--- config.mk ---
export PLATFORM = sky130hd
export DESIGN_NAME = throttle_guard
export DESIGN_NICKNAME = d
export VERILOG_FILES = /design/src/rtl/throttle_guard.sv
export SDC_FILE = /design/constraint.sdc
export NUM_CORES = 1
export LEC_CHECK = 0
export CAP_MARGIN = 20
export CORE_MARGIN = 2
export CORE_UTILIZATION = 58
export DETAILED_ROUTE_END_ITERATION = 10
export PLACE_DENSITY = 0.78
export REMOVE_ABC_BUFFERS = 1
export SLEW_MARGIN = 20
export SYNTH_ARGS = -nofsm -noshare
export SYNTH_HDL_FRONTEND = slang
export SYNTH_SLANG_ARGS = --single-unit
--- constraint.sdc ---
create_clock -name us_clk -period 5.8 [get_ports us_clk]
set_input_delay 0.58 -clock us_clk [delete_from_list [all_inputs] [get_ports us_clk]]
set_output_delay 0.58 -clock us_clk [all_outputs]
set_load 0.03 [all_outputs]
--- src/rtl/throttle_guard.sv ---
`timescale 1ns/1ps
// ---------------------------------------------------------------------------
// throttle_guard
//
// Safety stage between the receiver's decoded throttle (0-255) and the motor
// PWM generator. It watches the raw throttle PWM line and declares failsafe
// when pulses stop. Throttle passes through only after an arming sequence
// (throttle held low for a hold time). While armed, the rise of the motor
// rate can optionally be slew limited.
//
// Build option:
//   THROTTLE_GUARD_SLEW_EN  defined   -> upward rate slew limiting in ARMED
//                           undefined -> rate follows throttle_val with one
//                                        cycle of latency, no limit
//
// Ports:
//   us_clk        in   1  1 MHz tick clock, the only clock
//   resetn        in   1  asynchronous active-low reset
//   throttle_pwm  in   1  raw receiver throttle pulse, asynchronous
//   throttle_val  in   8  receiver-decoded throttle
//   motor_1_rate  out  8  guarded rate to the PWM generator
//   armed         out  1  high only in ARMED
//   failsafe      out  1  high only in FAILSAFE
// ---------------------------------------------------------------------------
module throttle_guard #(
  parameter int FAILSAFE_US    = 50000,
  parameter int RECOVER_PULSES = 3,
  parameter int ARM_THRESH     = 10,
`ifdef THROTTLE_GUARD_SLEW_EN
  parameter int SLEW_STEP      = 4,
  parameter int SLEW_PERIOD_US = 1000,
`endif
  parameter int ARM_HOLD_US    = 500000
) (
  input  logic       us_clk,
  input  logic       resetn,
  input  logic       throttle_pwm,
  input  logic [7:0] throttle_val,
  output logic [7:0] motor_1_rate,
  output logic       armed,
  output logic       failsafe
);

  typedef enum logic [1:0] {
    DISARMED,
    ARMING,
    ARMED,
    FAILSAFE
  } state_t;

  localparam logic [19:0] FS_LIMIT     = 20'(FAILSAFE_US);
  localparam logic [19:0] HOLD_LAST    = 20'(ARM_HOLD_US - 1);
  localparam logic [7:0]  RECOVER_LAST = 8'(RECOVER_PULSES - 1);
  localparam logic [7:0]  LOW_LIMIT    = 8'(ARM_THRESH);

  state_t      state;
  logic        pwm_meta;
  logic        pwm_sync;
  logic        pwm_prev;
  logic        edge_pulse;
  logic [19:0] loss_timer;
  logic        timeout;
  logic [19:0] hold_cnt;
  logic [7:0]  recover_cnt;
  logic        throttle_low;
  logic [7:0]  armed_rate;

  // Two-flop synchronizer for the asynchronous pulse line, plus one more
  // flop holding the previous synchronized level for edge detection.
  always_ff @(posedge us_clk or negedge resetn) begin
    if (!resetn) begin
      pwm_meta <= 1'b0;
      pwm_sync <= 1'b0;
      pwm_prev <= 1'b0;
    end else begin
      pwm_meta <= throttle_pwm;
      pwm_sync <= pwm_meta;
      pwm_prev <= pwm_sync;
    end
  end

  assign edge_pulse = pwm_sync & ~pwm_prev;

  // Loss-of-signal timer: cleared by every rising edge, otherwise counts
  // up and sticks at all-ones so a long outage can never wrap back to a
  // value below the failsafe limit.
  always_ff @(posedge us_clk or negedge resetn) begin
    if (!resetn) begin
      loss_timer <= '0;
    end else if (edge_pulse) begin
      loss_timer <= '0;
    end else if (loss_timer != '1) begin
      loss_timer <= loss_timer + 20'd1;
    end
  end

  assign timeout      = (loss_timer >= FS_LIMIT);
  assign throttle_low = (throttle_val <= LOW_LIMIT);

`ifdef THROTTLE_GUARD_SLEW_EN
  localparam logic [19:0] SLEW_LAST = 20'(SLEW_PERIOD_US - 1);
  localparam logic [8:0]  STEP9     = 9'(SLEW_STEP);

  logic [19:0] slew_cnt;
  logic        slew_tick;
  logic [8:0]  raised;

  // Slew tick generator. Held at zero outside ARMED so that the first tick
  // after arming lands a full period after the ARMED entry edge.
  always_ff @(posedge us_clk or negedge resetn) begin
    if (!resetn) begin
      slew_cnt <= '0;
    end else if (state != ARMED) begin
      slew_cnt <= '0;
    end else if (slew_tick) begin
      slew_cnt <= '0;
    end else begin
      slew_cnt <= slew_cnt + 20'd1;
    end
  end

  assign slew_tick = (slew_cnt == SLEW_LAST);
  assign raised    = {1'b0, motor_1_rate} + STEP9;

  // Next rate while armed: downward moves are immediate, upward moves step
  // on ticks. The 9-bit sum is bounded by the 8-bit target, which also
  // keeps the result at or below 255 so it can never wrap.
  always_comb begin
    armed_rate = motor_1_rate;
    if (throttle_val < motor_1_rate) begin
      armed_rate = throttle_val;
    end else if ((throttle_val > motor_1_rate) && slew_tick) begin
      if (raised > {1'b0, throttle_val}) begin
        armed_rate = throttle_val;
      end else begin
        armed_rate = raised[7:0];
      end
    end
  end
`else
  assign armed_rate = throttle_val;
`endif

  // Main state machine. Outputs are registered alongside the state so they
  // change on the same edge as the transition. A timeout overrides every
  // other transition and drops the rate to zero on that same edge.
  always_ff @(posedge us_clk or negedge resetn) begin
    if (!resetn) begin
      state        <= DISARMED;
      hold_cnt     <= '0;
      recover_cnt  <= '0;
      motor_1_rate <= '0;
      armed        <= 1'b0;
      failsafe     <= 1'b0;
    end else if (timeout) begin
      state        <= FAILSAFE;
      recover_cnt  <= '0;
      motor_1_rate <= '0;
      armed        <= 1'b0;
      failsafe     <= 1'b1;
    end else begin
      case (state)
        DISARMED: begin
          motor_1_rate <= '0;
          armed        <= 1'b0;
          failsafe     <= 1'b0;
          if (throttle_low) begin
            state    <= ARMING;
            hold_cnt <= '0;
          end
        end

        ARMING: begin
          motor_1_rate <= '0;
          failsafe     <= 1'b0;
          if (!throttle_low) begin
            state <= DISARMED;
            armed <= 1'b0;
          end else if (hold_cnt == HOLD_LAST) begin
            state <= ARMED;
            armed <= 1'b1;
          end else begin
            hold_cnt <= hold_cnt + 20'd1;
            armed    <= 1'b0;
          end
        end

        ARMED: begin
          motor_1_rate <= armed_rate;
          armed        <= 1'b1;
          failsafe     <= 1'b0;
        end

        FAILSAFE: begin
          motor_1_rate <= '0;
          armed        <= 1'b0;
          // Leaving failsafe always goes through DISARMED so the pilot has
          // to re-arm deliberately.
          if (edge_pulse) begin
            if (recover_cnt == RECOVER_LAST) begin
              state       <= DISARMED;
              recover_cnt <= '0;
              failsafe    <= 1'b0;
            end else begin
              recover_cnt <= recover_cnt + 8'd1;
              failsafe    <= 1'b1;
            end
          end else begin
            failsafe <= 1'b1;
          end
        end

        default: begin
          state        <= DISARMED;
          motor_1_rate <= '0;
          armed        <= 1'b0;
          failsafe     <= 1'b0;
        end
      endcase
    end
  end

endmodule

-- Yosys cells after proc, flatten, opt, wreduce, memory -nomap -nowiden
Index checks and enable logic that the tools add are counted.
- output and inout port bits: 10
- register bits after elaboration: 63
- logic and storage cells: 70
- $add $sub $neg: 3
- muxes and demuxes: 27
- equal/unequal tests: 13
- bitwise operators: 3
- $lt $le $gt $ge: 2
- reduce and logical (&&, ||, !) cells: 12
- operators by type and width (cell ; number):
    two-way mux 20 bit ; 5
    adder 20 x 1 -> 20 bit (second input constant) ; 2
    two-way mux 8 bit ; 5
    one-hot mux 20 bit (2 select lines) ; 1
    equality test 20 x 19 -> 1 bit (second input constant) ; 1
    greater-or-equal comparator 20 x 16 -> 1 bit (second input constant) ; 1
    inequality test 20 bit (second input constant) ; 1
    one-hot mux 8 bit (2 select lines) ; 1
    two-way mux 2 bit ; 6
    AND reduction 5 bit ; 2
    inequality test 3 bit (second input constant) ; 3
    adder 8 x 1 -> 8 bit (second input constant) ; 1
    equality test 8 x 2 -> 1 bit (second input constant) ; 1
    less-or-equal comparator 8 x 4 -> 1 bit (second input constant) ; 1
    nonzero test 2 bit ; 4
    two-way mux 1 bit ; 6
    inequality test 2 bit (second input constant) ; 3
    one-hot mux 2 bit (3 select lines) ; 1
    OR reduction 3 bit ; 2
    equality test 2 bit (second input constant) ; 2
    inequality test 4 bit (second input constant) ; 1
    nonzero test 4 bit ; 1
    one-hot mux 1 bit (3 select lines) ; 1
    equality test 2 x 1 -> 1 bit (second input constant) ; 1
    6 further kinds ; 7

-- Longest topological paths before layout
- depth in word-level cells: 5
- gate-level depth with buffers: 8
- depth with buffers taken out: 7

-- Least setup slack after synthesis
Ideal clock, no wire load.
- path kind: input to register
- start point: input port throttle_val[6]
- end point: register hold_cnt[4]
- stages on the path: 6
- arrival: 2512 ps
- path slack: 3210 ps
- setup time: 77 ps
- data required time: 5723 ps
- path through: or4_4 > a211o_4 > or3_1 > buf_2 > or4_1 > a21oi_1
- longest elaborated chain between the ends: 3
- elaborated cells on any way between the ends: 4
- classes of those cells: order compare (1); eq/ne (2); reduce/logical (1)
- ends and longest elaborated chain (item ; RTL line ; text):
    start: declaration ; 38 ; input logic [7:0] throttle_val,
    less-or-equal comparator 8 x 4 -> 1 bit * ; 98 ; assign throttle_low = (throttle_val <= LOW_LIMIT);
    inequality test 2 bit (no source line) ; n/a ;
    AND reduction 5 bit (no source line) * ; n/a ;
    end signal: assignment ; 183 ; hold_cnt <= hold_cnt + 20'd1;
    end: declaration ; 63 ; logic [19:0] hold_cnt;
Every way passes the cells marked *; elsewhere a longest branch is shown, timed or not.
A chain may end at the register's enable or synchronous reset.

-- Final worst setup path
- start point: input port throttle_val[6]
- end point: register hold_cnt[16]
Same word-level chain as after synthesis.

==> flow_metrics.py <==
metrics = {
    "run_status": {
        "status": "finished, final reports clean",
    },
    "global_routing": {
        "grt_pass1_vias": 2667,
        "grt_max_degree": 64,
        "antenna_found_initial": 0,
        "grt_pass1_wl_microns": 12500,
        "grt_usage_pct": 25.9,
        "grt-ovfl-total": 0,
    },
    "sta": {
        "hold_viol_final": 0,
        "max_freq_mhz": 308,
        "finalCriticalPeriod_ps": 3240,
        "period_share_pct": 55.9,
        "setup_viol": 0,
        "maxSlewHeadroom_pct": 44.1,
        "clock_skew_ps": 6.57,
        "maxSlewViolCount": 0,
        "worst_pin_slew_ps": 838,
        "setup_tns_ps": 0,
        "rsz0062_at_grt": "no",
    },
    "logic_synthesis": {
        "ys_top_cells_by_area": "dfrtp_1 48%, o21ai_0 3.8%, nand2_1 3.5%",
        "seq_area_frac_synth_pct": 48.4,
        "synth-edff-count": 0,
        "synthArstFlopShare_pct": 100,
        "yosysTopAreaCell": "dfrtp_1",
        "synth.avg_cell_area_sq_um": 9.36,
        "synth-seq-cells": 63,
        "synth_common_cells": "63 x dfrtp_1, 30 x nand2_1, 25 x o21ai_0, 22 x nor2_1, 20 x nand3_1",
        "synthesis.area_sq_um": 3260,
        "syn_inst": 348,
        "synth_top_area_share_pct": 48.4,
        "yosysMostFrequentCell": "dfrtp_1",
        "yosysUniqueCellTypes": 44,
        "ys.flop_type": "dfrtp_1",
        "yosysWarnings": 0,
    },
    "drt": {
        "firstDrtPassIters": 4,
        "wl_per_cell_microns": 16.3,
        "wl_met2_microns": 3510,
        "top_layer": "met4",
        "drt_wl_total_microns": 7230,
        "viasPerCell": 6.21,
        "drcViolationCount": 0,
        "vias": 2758,
        "wl_met3_microns": 345,
        "drt_iter0_drc": 235,
        "wirelength_met1_microns": 3270,
        "drtAntennaViolNets": 0,
    },
    "finish": {
        "fillCellCount": 447,
        "n_antenna_cell": 0,
        "area_delta_synth_final_pct": 14.1,
        "fin_util_pct": 67.9,
        "postLayoutCellArea_sq_um": 3720,
        "layout-drive-gt1-share_pct": 7.26,
        "fin_cells": 444,
        "final_net_count": 383,
    },
    "die": {
        "core-area_sq_um": 5470,
        "io_pins": 21,
        "die-width_microns": 79.0,
        "start_util_pct": 59.5,
        "dieArea_sq_um": 6230,
        "rows": 27,
        "fp.dieH_microns": 79.0,
    },
    "clock_network": {
        "cts_tree": "done",
        "htree_levels": 3,
        "root_buffer": "clkbuf_8",
        "cts_resized": 0,
        "numCtsBuffers": 9,
        "cts_sinks": 63,
        "clockBufferDepth": 2,
        "cts_setup_buffers": 0,
        "postCtsHoldBufs": 0,
        "insertion_delay_ps": 340,
        "clk_pin_slew_ps": 70,
    },
    "critical_path": {
        "regToRegStartpoint": "loss_timer[12]",
        "worstSetupStartpointType": "primary input",
        "path_cells": "clkdlybuf4s50_1 > or4_4 > a211o_4 > or3_1 > nor2_1 > a21oi_1",
        "path_buf_inv": 1,
        "critPathKind": "primary input to register",
        "worst_path_max_delay_cell": "nor2_1",
        "crit_family": "simple AND/OR/NAND/NOR gates",
        "crit_arrival_ps": 3430,
        "crit_start": "throttle_val[6]",
        "cp-end-kind": "register",
        "crit_fanout": 27,
        "cp.required_ps": 5980,
        "cp_slowest_stage_delay_ps": 720,
    },
    "job": {
        "drv_cap": 0,
    },
    "pwr": {
        "power.share.clock_pct": 41.9,
        "cell_internal_pwr_mw": 0.722,
        "switchingPower_mw": 0.226,
        "comb_power_share_pct": 7.6,
        "p_leak_nw": 1.48,
        "swShare_pct": 23.8,
        "ir_drop_mv": 0.174,
        "powerDensity_nw_per_um2": 255,
        "p_seq_share_pct": 50.6,
    },
    "place": {
        "routabilityCongestion": 0.846,
        "place_area_sq_um": 3510,
        "dp_hpwl_microns": 4860,
        "dp.cells": 428,
        "io_buffers": 20,
    },
    "min_path": {
        "min_path_type": "register to register",
        "min_from": "pwm_meta",
    },
}
-- metrics by stage --
step                hold slack, ps  power (mW)  worst slack, ps
global route                   362       0.985             2320
detailed placement             343       0.559             2230
finish                         355       0.948             2560
global placement               369       0.553             2290
floorplan                      284       0.520             3020
CTS                            357       0.955             2580
-- sequential cells by signal, indices dropped and copies added, names as in the netlist --
register and flops:
recover_cnt 8, pwm_sync 1, failsafe 1, motor_1_rate 8, armed 1, pwm_prev 1
loss_timer 20, hold_cnt 20, state 2, pwm_meta 1
-- worst paths after layout --
| kind | slack, ps | to | cells after the start |
|---|---|---|---|
| worst min register to register | 350 | pwm_sync | 0 |
| worst min-delay path | 350 | pwm_sync | 0 |
| worst max-delay path | 2560 | hold_cnt[16] | 6 |
| worst max register to register | 2990 | hold_cnt[16] | 6 |
| max in group asynchronous | 4890 | motor_1_rate[2] | 2 |
| min in group asynchronous | 400 | loss_timer[0] | 2 |
-- cell type report --
type | instances | area, sq um | share of cell area [%]
Sequential cell | 63 | 1580 | 42.4
Tap cell | 72 | 90.1 | 2.42
Inverter | 10 | 37.5 | 1.01
Clock inverter | 3 | 40.0 | 1.08
Timing Repair Buffer | 24 | 225 | 6.06
Clock buffer | 13 | 169 | 4.54
Multi-Input combinational cell | 259 | 1580 | 42.5
-- cells in the final DEF, fill, tap and decap left out, types with 12 or more instances in the layout --
cell type        synthesis  routed
clkbuf_8                 0      12
or4_1                   13      13
o21ai_0                 25      24
nand3_1                 20      20
a21oi_1                 18      18
nor2_1                  22      22
dfrtp_1                 63      63
clkdlybuf4s50_1          0      19
nand2_1                 30      30
nand4_1                 15      15
-- kinds of logic (layout without fill, tap and decap cells) --
kind of cell               Yosys count  in the layout  share of synthesized area, %
AOI/OAI and AO/OA                   75             75                          14.3
muxes                                1              1                         0.307
and+or+nand+nor                    166            166                          28.7
adders and majority gates            5              5                          1.92
DFF                                 63             63                          48.4
buffers and inverters               26             50                          3.11
xor gates and xnor gates            12             12                          3.23
-- routing by layer --
layer | vias up | global-route usage [%]
li1 | 1330 | -
met1 | 1341 | 35.2
met2 | 76 | 40.3
met3 | 11 | 5.57
met4 | 0 | 11.6
met5 | - | 0
-- power by group through the flow --
stage	Combinational (mW)	Sequential, mW	Clock (mW)
floorplan	0.0310	0.489	0
global placement	0.0684	0.484	0
detailed placement	0.0718	0.487	0
CTS	0.0732	0.479	0.403
global route	0.0808	0.481	0.422
finish	0.0716	0.479	0.397
No activity file was read; power rests on OpenSTA's default activity.
